===== config.mk =====
export PLATFORM = sky130hd
export DESIGN_NAME = clk_div_multi
export DESIGN_NICKNAME = d
export VERILOG_FILES = /design/src/rtl/clk_div_multi.sv
export SDC_FILE = /design/constraint.sdc
export NUM_CORES = 1
export LEC_CHECK = 0
export CORE_MARGIN = 5
export CORE_UTILIZATION = 62
export DETAILED_ROUTE_END_ITERATION = 7
export GPL_ROUTABILITY_DRIVEN = 0
export GPL_TIMING_DRIVEN = 0
export PLACE_DENSITY = 0.82
export SETUP_SLACK_MARGIN = 0.02
export SKIP_CTS_REPAIR_TIMING = 1
export SYNTH_ARGS = -nofsm -noshare
export SYNTH_HDL_FRONTEND = slang
export SYNTH_SLANG_ARGS = --single-unit

===== constraint.sdc =====
create_clock -name clk65MHz -period 16.57 [get_ports clk65MHz]
set_input_delay 4.971 -clock clk65MHz [delete_from_list [all_inputs] [get_ports clk65MHz]]
set_output_delay 4.971 -clock clk65MHz [all_outputs]
set_load 0.01 [all_outputs]

===== src/rtl/clk_div_multi.sv =====
// clk_div_multi: CH independent, runtime-programmable ~50% duty clock dividers with a one-cycle tick per divided rising edge.
// Optional macro CLK_DIV_MULTI_PHASE_SYNC_EN adds a 'sync' input that phase-aligns every enabled channel.
module clk_div_multi #(
  parameter int CLK_FREQ     = 65_000_000,
  parameter int DEFAULT_FREQ = 100,
  parameter int CH           = 4,
  parameter int CNT_W        = 26,
  parameter int CH_W         = 4
) (
  input  logic             clk65MHz,
  input  logic             rst,
  input  logic [CH-1:0]    en,
`ifdef CLK_DIV_MULTI_PHASE_SYNC_EN
  input  logic             sync,
`endif
  input  logic             cfg_valid,
  output logic             cfg_ready,
  input  logic [CH_W-1:0]  cfg_ch,
  input  logic [CNT_W-1:0] cfg_half,
  output logic [CH-1:0]    clk_div,
  output logic [CH-1:0]    tick
);

  localparam logic [CNT_W-1:0] DEFAULT_HALF = CNT_W'(CLK_FREQ / DEFAULT_FREQ / 2);

  logic [CH-1:0] pending;
  logic [CH-1:0] wr_hit;
  logic          sync_req;

`ifdef CLK_DIV_MULTI_PHASE_SYNC_EN
  assign sync_req = sync;
`else
  assign sync_req = 1'b0;
`endif

  // Config handshake: a transfer happens on a rising edge with cfg_valid & cfg_ready.
  // A channel refuses new config while it still holds an unapplied update; out-of-range
  // channel numbers are always accepted and dropped.
  always_comb begin
    cfg_ready = 1'b1;
    for (int i = 0; i < CH; i++) begin
      if (cfg_ch == CH_W'(i)) cfg_ready = ~pending[i];
    end
  end

  always_comb begin
    wr_hit = '0;
    for (int i = 0; i < CH; i++) begin
      wr_hit[i] = cfg_valid && cfg_ready && (cfg_ch == CH_W'(i));
    end
  end

  for (genvar g = 0; g < CH; g++) begin : g_ch
    logic [CNT_W-1:0] count;
    logic [CNT_W-1:0] half;
    logic [CNT_W-1:0] shadow;
    logic             div_q;
    logic             tick_q;
    logic             pend_q;
    logic             active;
    logic             wrap;

    assign active = en[g] && (half != '0);
    assign wrap   = (count == half - CNT_W'(1));

    always_ff @(posedge clk65MHz or posedge rst) begin
      if (rst) begin
        count  <= '0;
        half   <= DEFAULT_HALF;
        shadow <= '0;
        div_q  <= 1'b0;
        tick_q <= 1'b0;
        pend_q <= 1'b0;
      end else begin
        tick_q <= 1'b0;
        if (!active) begin
          // Idle: hold phase 0 and take any pending update immediately.
          count <= '0;
          div_q <= 1'b0;
          if (pend_q) begin
            half   <= shadow;
            pend_q <= 1'b0;
          end
        end else if (sync_req) begin
          count <= '0;
          div_q <= 1'b0;
          if (pend_q) begin
            half   <= shadow;
            pend_q <= 1'b0;
          end
        end else if (wrap) begin
          // Half-period boundary: the only safe point to swap in a new period.
          count  <= '0;
          div_q  <= ~div_q;
          tick_q <= ~div_q;
          if (pend_q) begin
            half   <= shadow;
            pend_q <= 1'b0;
          end
        end else begin
          count <= count + CNT_W'(1);
        end
        if (wr_hit[g]) begin
          shadow <= cfg_half;
          pend_q <= 1'b1;
        end
      end
    end

    assign clk_div[g] = div_q;
    assign tick[g]    = tick_q;
    assign pending[g] = pend_q;
  end

endmodule

==> out/metrics.yaml, run 1 <==
vias_per_cell: 6.29
cp_slowest_cell: "clkdlybuf4s50_1"
syn_avg_cell_area_sq_um: 10.1
ant_nets: 0
drt-total-wl_microns: 46000
async_flop_share: 1.00
clk_pin_slew_ns: 0.06
synth_seq_cells: 324
setup_viol: 0
first_pass_iters: 5
drc_errors: 0
p_sw_mw: 0.963
finalNetCount: 1923
die_w_microns: 181
rows: 62
io_buffers: 44
r2r-start: "g_ch[3].half[5]$_DFFE_PP0P_"
cp_max_fo: 5
powerDensity_nw_per_um2: 137
coreArea_sq_um: 28800
antenna_found_initial: 1
clockPowerShare: 0.290
ios: 46
grt_max_degree: 127
ctsRootBufferMaster: "clkbuf_16"
drive_gt1_frac: 0.174
maxClockFrequency_mhz: 86.4
slew_viol_final: 0
end_kind: "output pin"
cts_num_sinks: 324
rsz0062_at_grt: "no"
final_core_util: 0.706
cp.arrival_ns: 6.60
num_antenna_cells: 0
yosys.area.top_type: "dfrtp_1"
synth_area_leaders: "dfrtp_1, mux2_2, xnor2_1"
crit_chain: "clkdlybuf4s50_1, mux4_2, nand2_1, clkdlybuf4s50_1"
synth_common_cells: "dfrtp_1, nor2_1, mux2_2"
hold_ws_ns: 0.497
num_vias: 14400
yosysSeqAreaShare: 0.450
ir_drop_v: 0.0000784
combPwrFrac: 0.306
worst_slew_pin_slew_ns: 1.11
hold_viol_final: 0
synth_most_common_cell: "dfrtp_1"
finClkSkew_ns: 0.0219
synth_edf_count: 0
syn_nets: 1838
cp-startpoint: "cfg_ch[1]"
h-tree-depth: 2
clk_latency_ns: 0.54
p_int_mw: 1.82
dr.first_iter.drc_count: 1266
min_from: "g_ch[3].shadow[23]$_DFFE_PP0P_"
sw_frac_of_total: 0.346
criticalPathCategory: "in -> out"
syn_to_final_growth_pct: 12.2
hpwl_microns: 31700
chipHeight_microns: 181
fin_crit_ns: 11.57
cts_made_buffers: 35
grt_overflow: 0
ys_warn_count: 0
timing.final.crit_share: 0.698
grt_first_pass_wirelength_microns: 75100
grt_pass1_vias: 14400
synth_cell_type_count: 82
worst_path_most_repeated_cell: "clkdlybuf4s50_1"
cts_tree: "done"
wl_per_cell_microns: 20.1
synth_top_cell_area_share: 0.398
seqPwrFrac: 0.404
setup_tns_ns: 0
start_kind: "input pin"
maxSlewHeadroom: 0.250
synthCells: 1793
dieArea_sq_um: 32700
cap_violations: 0
p_leak_nw: 8.35
initial_core_util: 0.629
crit_required_ns: 11.60
min-delay-path-class: "reg -> reg"
synthFlopType: "dfrtp_1"
syn-cell-area_sq_um: 18100
cp_slowest_stage_delay_ns: 0.59
grt_util_all_layers: 0.276
clockBufferDepth: 3
status: "finished, final reports clean"
-- stage by stage --
stage	cell area [sq um]	setup slack [ns]	instances	total power [mW]
after floorplan	18100	2.69	1793	1.73
after global placement	19000	-0.735	2221	1.90
after CTS	20300	5.00	2289	2.77
after detailed placement	19100	5.05	2225	1.95
final	20300	5.00	2289	2.79
after global routing	20300	4.97	2289	2.92
-- sequential cells by signal (all words and copies together), names as in the netlist --
register	count
g_ch.count	104
g_ch.half	104
g_ch.shadow	104
g_ch.div_q	4
g_ch.pend_q	4
g_ch.tick_q	4
-- worst max-delay path, delay by kind of cell --
family                 cells  cell delay, ns
buffers and inverters      2            1.17
multiplexers               1            0.35
AND/OR/NAND/NOR            1            0.11
-- routing by layer --
| metal | track usage | vias up | wire [microns] | share of wire |
|---|---|---|---|---|
| met2 | 0.473 | 510 | 22900 | 0.50 |
| met1 | 0.363 | 7158 | 19100 | 0.41 |
| li1 | - | 6616 | - | - |
| met3 | 0.0404 | 108 | 2490 | 0.054 |
| met4 | 0.0964 | 0 | 1600 | 0.035 |
| met5 | 0 | - | 0 | 0 |
-- cell type report --
class	count	area [sq um]
Fill cell	2029	8460
Clock inverter	15	198
Inverter	31	124
Multi-Input combinational cell	1338	9430
Buffer	100	442
Timing Repair Buffer	48	510
Sequential cell	324	8150
Clock buffer	49	990
Tap cell	384	480
-- placed cells by master (no fill, tap or decap), types with 25 or more instances in the layout --
cell,n
dfrtp_1,288
inv_1,30
a21oi_1,25
nor4_1,41
nand3_1,75
nand2_1,116
and3_1,31
nor3_1,44
xnor2_1,114
clkbuf_16,36
dfstp_2,36
and2_1,36
nand4_1,36
xor2_1,97
clkdlybuf4s50_1,44
clkbuf_1,82
mux2_2,182
nor2_1,203
nand2b_1,25
-- worst paths after layout --
check,slack (ns),depth (start not counted),to
min in group asynchronous,4.95,2,g_ch[2].shadow[23]$_DFFE_PP0P_
min,0.50,1,g_ch[3].half[23]$_DFFE_PP0P_
max reg2reg,12.04,11,g_ch[3].count[17]$_DFF_PP0_
min reg2reg,0.50,1,g_ch[3].half[23]$_DFFE_PP0P_
max,5.00,4,cfg_ready
max in group asynchronous,10.60,3,g_ch[0].count[1]$_DFF_PP0_
-- logic make-up after synthesis --
logic type	count (synthesis)	synth area share
buffers and inverters	131	0.0308
xor gates and xnor gates	211	0.102
adders and majority gates	8	0.00553
DFF	324	0.450
and+or+nand+nor	730	0.210
muxes	190	0.118
AOI/OAI and AO/OA	199	0.0834
-- power groups by stage --
stage | Sequential [mW] | Combinational [mW] | Clock (mW)
after detailed placement | 1.12 | 0.823 | 0
final | 1.12 | 0.853 | 0.809
after global placement | 1.11 | 0.783 | 0
after global routing | 1.14 | 0.931 | 0.854
after floorplan | 1.07 | 0.661 | 0
after CTS | 1.12 | 0.835 | 0.819
Note: power is estimated with default switching activity, not from simulation.
==> inputs of run 2 (changes only) <==
--- a/config.mk
+++ b/config.mk
@@ -6,11 +6,11 @@
 export NUM_CORES = 1
 export LEC_CHECK = 0
 export CORE_MARGIN = 5
-export CORE_UTILIZATION = 62
+export CORE_UTILIZATION = 57
 export DETAILED_ROUTE_END_ITERATION = 7
 export GPL_ROUTABILITY_DRIVEN = 0
 export GPL_TIMING_DRIVEN = 0
-export PLACE_DENSITY = 0.82
+export PLACE_DENSITY = 0.79
 export SETUP_SLACK_MARGIN = 0.02
 export SKIP_CTS_REPAIR_TIMING = 1
 export SYNTH_ARGS = -nofsm -noshare
==> constraint.sdc (replaced) <==
create_clock -name clk65MHz -period 10.34 [get_ports clk65MHz]
set_input_delay 3.102 -clock clk65MHz [delete_from_list [all_inputs] [get_ports clk65MHz]]
set_output_delay 3.102 -clock clk65MHz [all_outputs]
set_load 0.01 [all_outputs]
==> out/metrics.yaml, run 2 (synthesis results as in run 1) <==
cp_slowest_cell: "clkdlybuf4s50_1"
timing.final.crit_share: 0.752
grt_max_degree: 45  # -65%
fin_crit_ns: 7.78
crit_chain: "clkdlybuf4s50_1, mux4_2, nand2_1, clkdlybuf4s50_1"
initial_core_util: 0.576  # -0.0539
finalWorstSetupSlack_ns: 2.56  # -2.44 ns
end_kind: "output pin"
clockBufferDepth: 3  # unchanged
layout_commonest_cell: "dfrtp_1"
dr.first_iter.drc_count: 1180  # -6.8%
powerDensity_nw_per_um2: 219  # +60%
grt_first_pass_wirelength_microns: 74500  # -0.83%
coreArea_sq_um: 31500  # +9.4%
slew_viol_final: 0  # unchanged
wl_per_cell_microns: 19.6  # -2.6%
rows: 65  # +4.8%
r2r-start: "g_ch[2].half[2]$_DFFE_PP0P_"
drive_gt1_frac: 0.180  # +0.00616
cap_violations: 0  # unchanged
cts_made_buffers: 35  # unchanged
post-place-ws_ns: 2.56  # -2.49 ns
drt-total-wl_microns: 45300  # -1.5%
layout_common_cells: "dfrtp_1, nor2_1, mux2_2, nand2_1, xnor2_1"
clk_pin_slew_ns: 0.06  # about the same
min_from: "g_ch[2].shadow[14]$_DFFE_PP0P_"
hold_ws_ns: 0.508  # +0.0101 ns
ant_nets: 0  # unchanged
die_w_microns: 188  # +4.1%
cts_num_sinks: 324  # unchanged
io_buffers: 44  # unchanged
cp_slowest_stage_delay_ns: 0.58  # about the same
sw_frac_of_total: 0.345  # -0.000773
num_vias: 14300  # -0.40%
setup_tns_ns: 0  # unchanged
grt_util_all_layers: 0.253  # -0.0231
hpwl_microns: 31900  # +0.68%
grt_overflow: 0  # unchanged
seqPwrFrac: 0.401  # -0.003
nFillCells: 2400  # +18%
maxSlewHeadroom: 0.186  # -0.0642
min-delay-path-class: "reg -> reg"
p_int_mw: 2.94  # +61%
criticalPathCategory: "in -> out"
status: "finished, final reports clean"
antenna_found_initial: 0  # -1
num_antenna_cells: 0  # unchanged
vias_per_cell: 6.19  # -1.5%
ctsRootBufferMaster: "clkbuf_16"
reg_top3: "g_ch.count (104), g_ch.half (104), g_ch.shadow (104)"
hold_viol_final: 0  # unchanged
finClkSkew_ns: 0.0133  # -0.00860 ns
start_kind: "input pin"
cp.arrival_ns: 4.68  # -1.92 ns
grt_pass1_vias: 14200  # -1.2%
ir_drop_v: 0.000119  # +52%
h-tree-depth: 2  # unchanged
p_sw_mw: 1.55  # +61%
p_leak_nw: 8.43  # +0.97%
first_pass_iters: 7  # +2
worst_path_most_repeated_cell: "clkdlybuf4s50_1"
cts_tree: "done"
clk_latency_ns: 0.53  # about the same
crit_required_ns: 7.24  # -4.36 ns
rsz0062_at_grt: "no"
cp_max_fo: 5  # unchanged
setup_viol: 0  # unchanged
maxClockFrequency_mhz: 129
cp-startpoint: "cfg_ch[1]"
worst_slew_pin_slew_ns: 1.21  # +0.0955 ns
dieArea_sq_um: 35400  # +8.3%
chipHeight_microns: 188  # +4.1%
power.total_mw: 4.48  # +61%
combPwrFrac: 0.304  # -0.002
clockPowerShare: 0.295  # +0.005
syn_to_final_growth_pct: 13.2
drc_errors: 0  # unchanged
finalNetCount: 1930  # +0.36%
ios: 46  # unchanged
-- run 2: changes by cell type in the layout (fill, tap and decap cells not counted), sizes merged --
cell	before	now
buf	31	38
bufinv	4	3
clkbuf	122	120
clkinv	7	8
clkinvlp	3	4
inv	32	33
-- run 2: area by class of cell --
type                    instances  area, sq um  share of cell area
flip-flops and latches        324         8150               0.398
clock inverters                17          190             0.00928
multi-input cells            1338         9430               0.460
clock buffers                  47         1030              0.0504
inverters                      31          120             0.00586
well taps                     402          503              0.0245
plain buffers                 100          442              0.0215
repair buffers                 55          636              0.0310
-- run 2: routing by layer --
metal  share of wire  up-vias  global-route usage  wire [microns]
li1                -     6612                   -               -
met1            0.42     7097               0.338           19100
met2            0.49      506               0.422           22000
met3           0.052      120              0.0337            2360
met4           0.041        0               0.100            1840
met5               0        -                   0               0
-- run 2: critical path: cells and delay by family --
kind                   cells  cell delay (ns)
AND/OR/NAND/NOR            1             0.09
buffers and inverters      2             1.13
multiplexers               1             0.36
-- run 2: power by group through the flow --
stage               registers, mW  logic [mW]  clock network (mW)
detailed placement           1.80        1.32                   0
global placement             1.78        1.25                   0
CTS                          1.79        1.34                1.34
floorplan                    1.71        1.06                   0
global route                 1.83        1.50                1.39
finish                       1.80        1.36                1.32
-- run 2: final timing paths --
path / end / slack, ns / depth (start not counted)
worst max register to register: g_ch[2].count[17]$_DFF_PP0_ / 5.91 / 11
worst min-delay path: g_ch[2].shadow[14]$_DFFE_PP0P_ / 0.51 / 1
worst max-delay path: cfg_ready / 2.56 / 4
min in group asynchronous: g_ch[2].half[20]$_DFFE_PP0P_ / 2.94 / 2
worst min register to register: g_ch[2].shadow[14]$_DFFE_PP0P_ / 0.51 / 1
max in group asynchronous: g_ch[1].count[11]$_DFF_PP0_ / 6.13 / 6
-- run 2: stage by stage --
stage	utilization	instances	area, sq um
floorplan	-	1793	18100
global placement	0.606	2239	19100
detailed placement	0.612	2250	19300
CTS	0.651	2314	20500
global route	0.651	2314	20500
finish	0.651	2314	20500
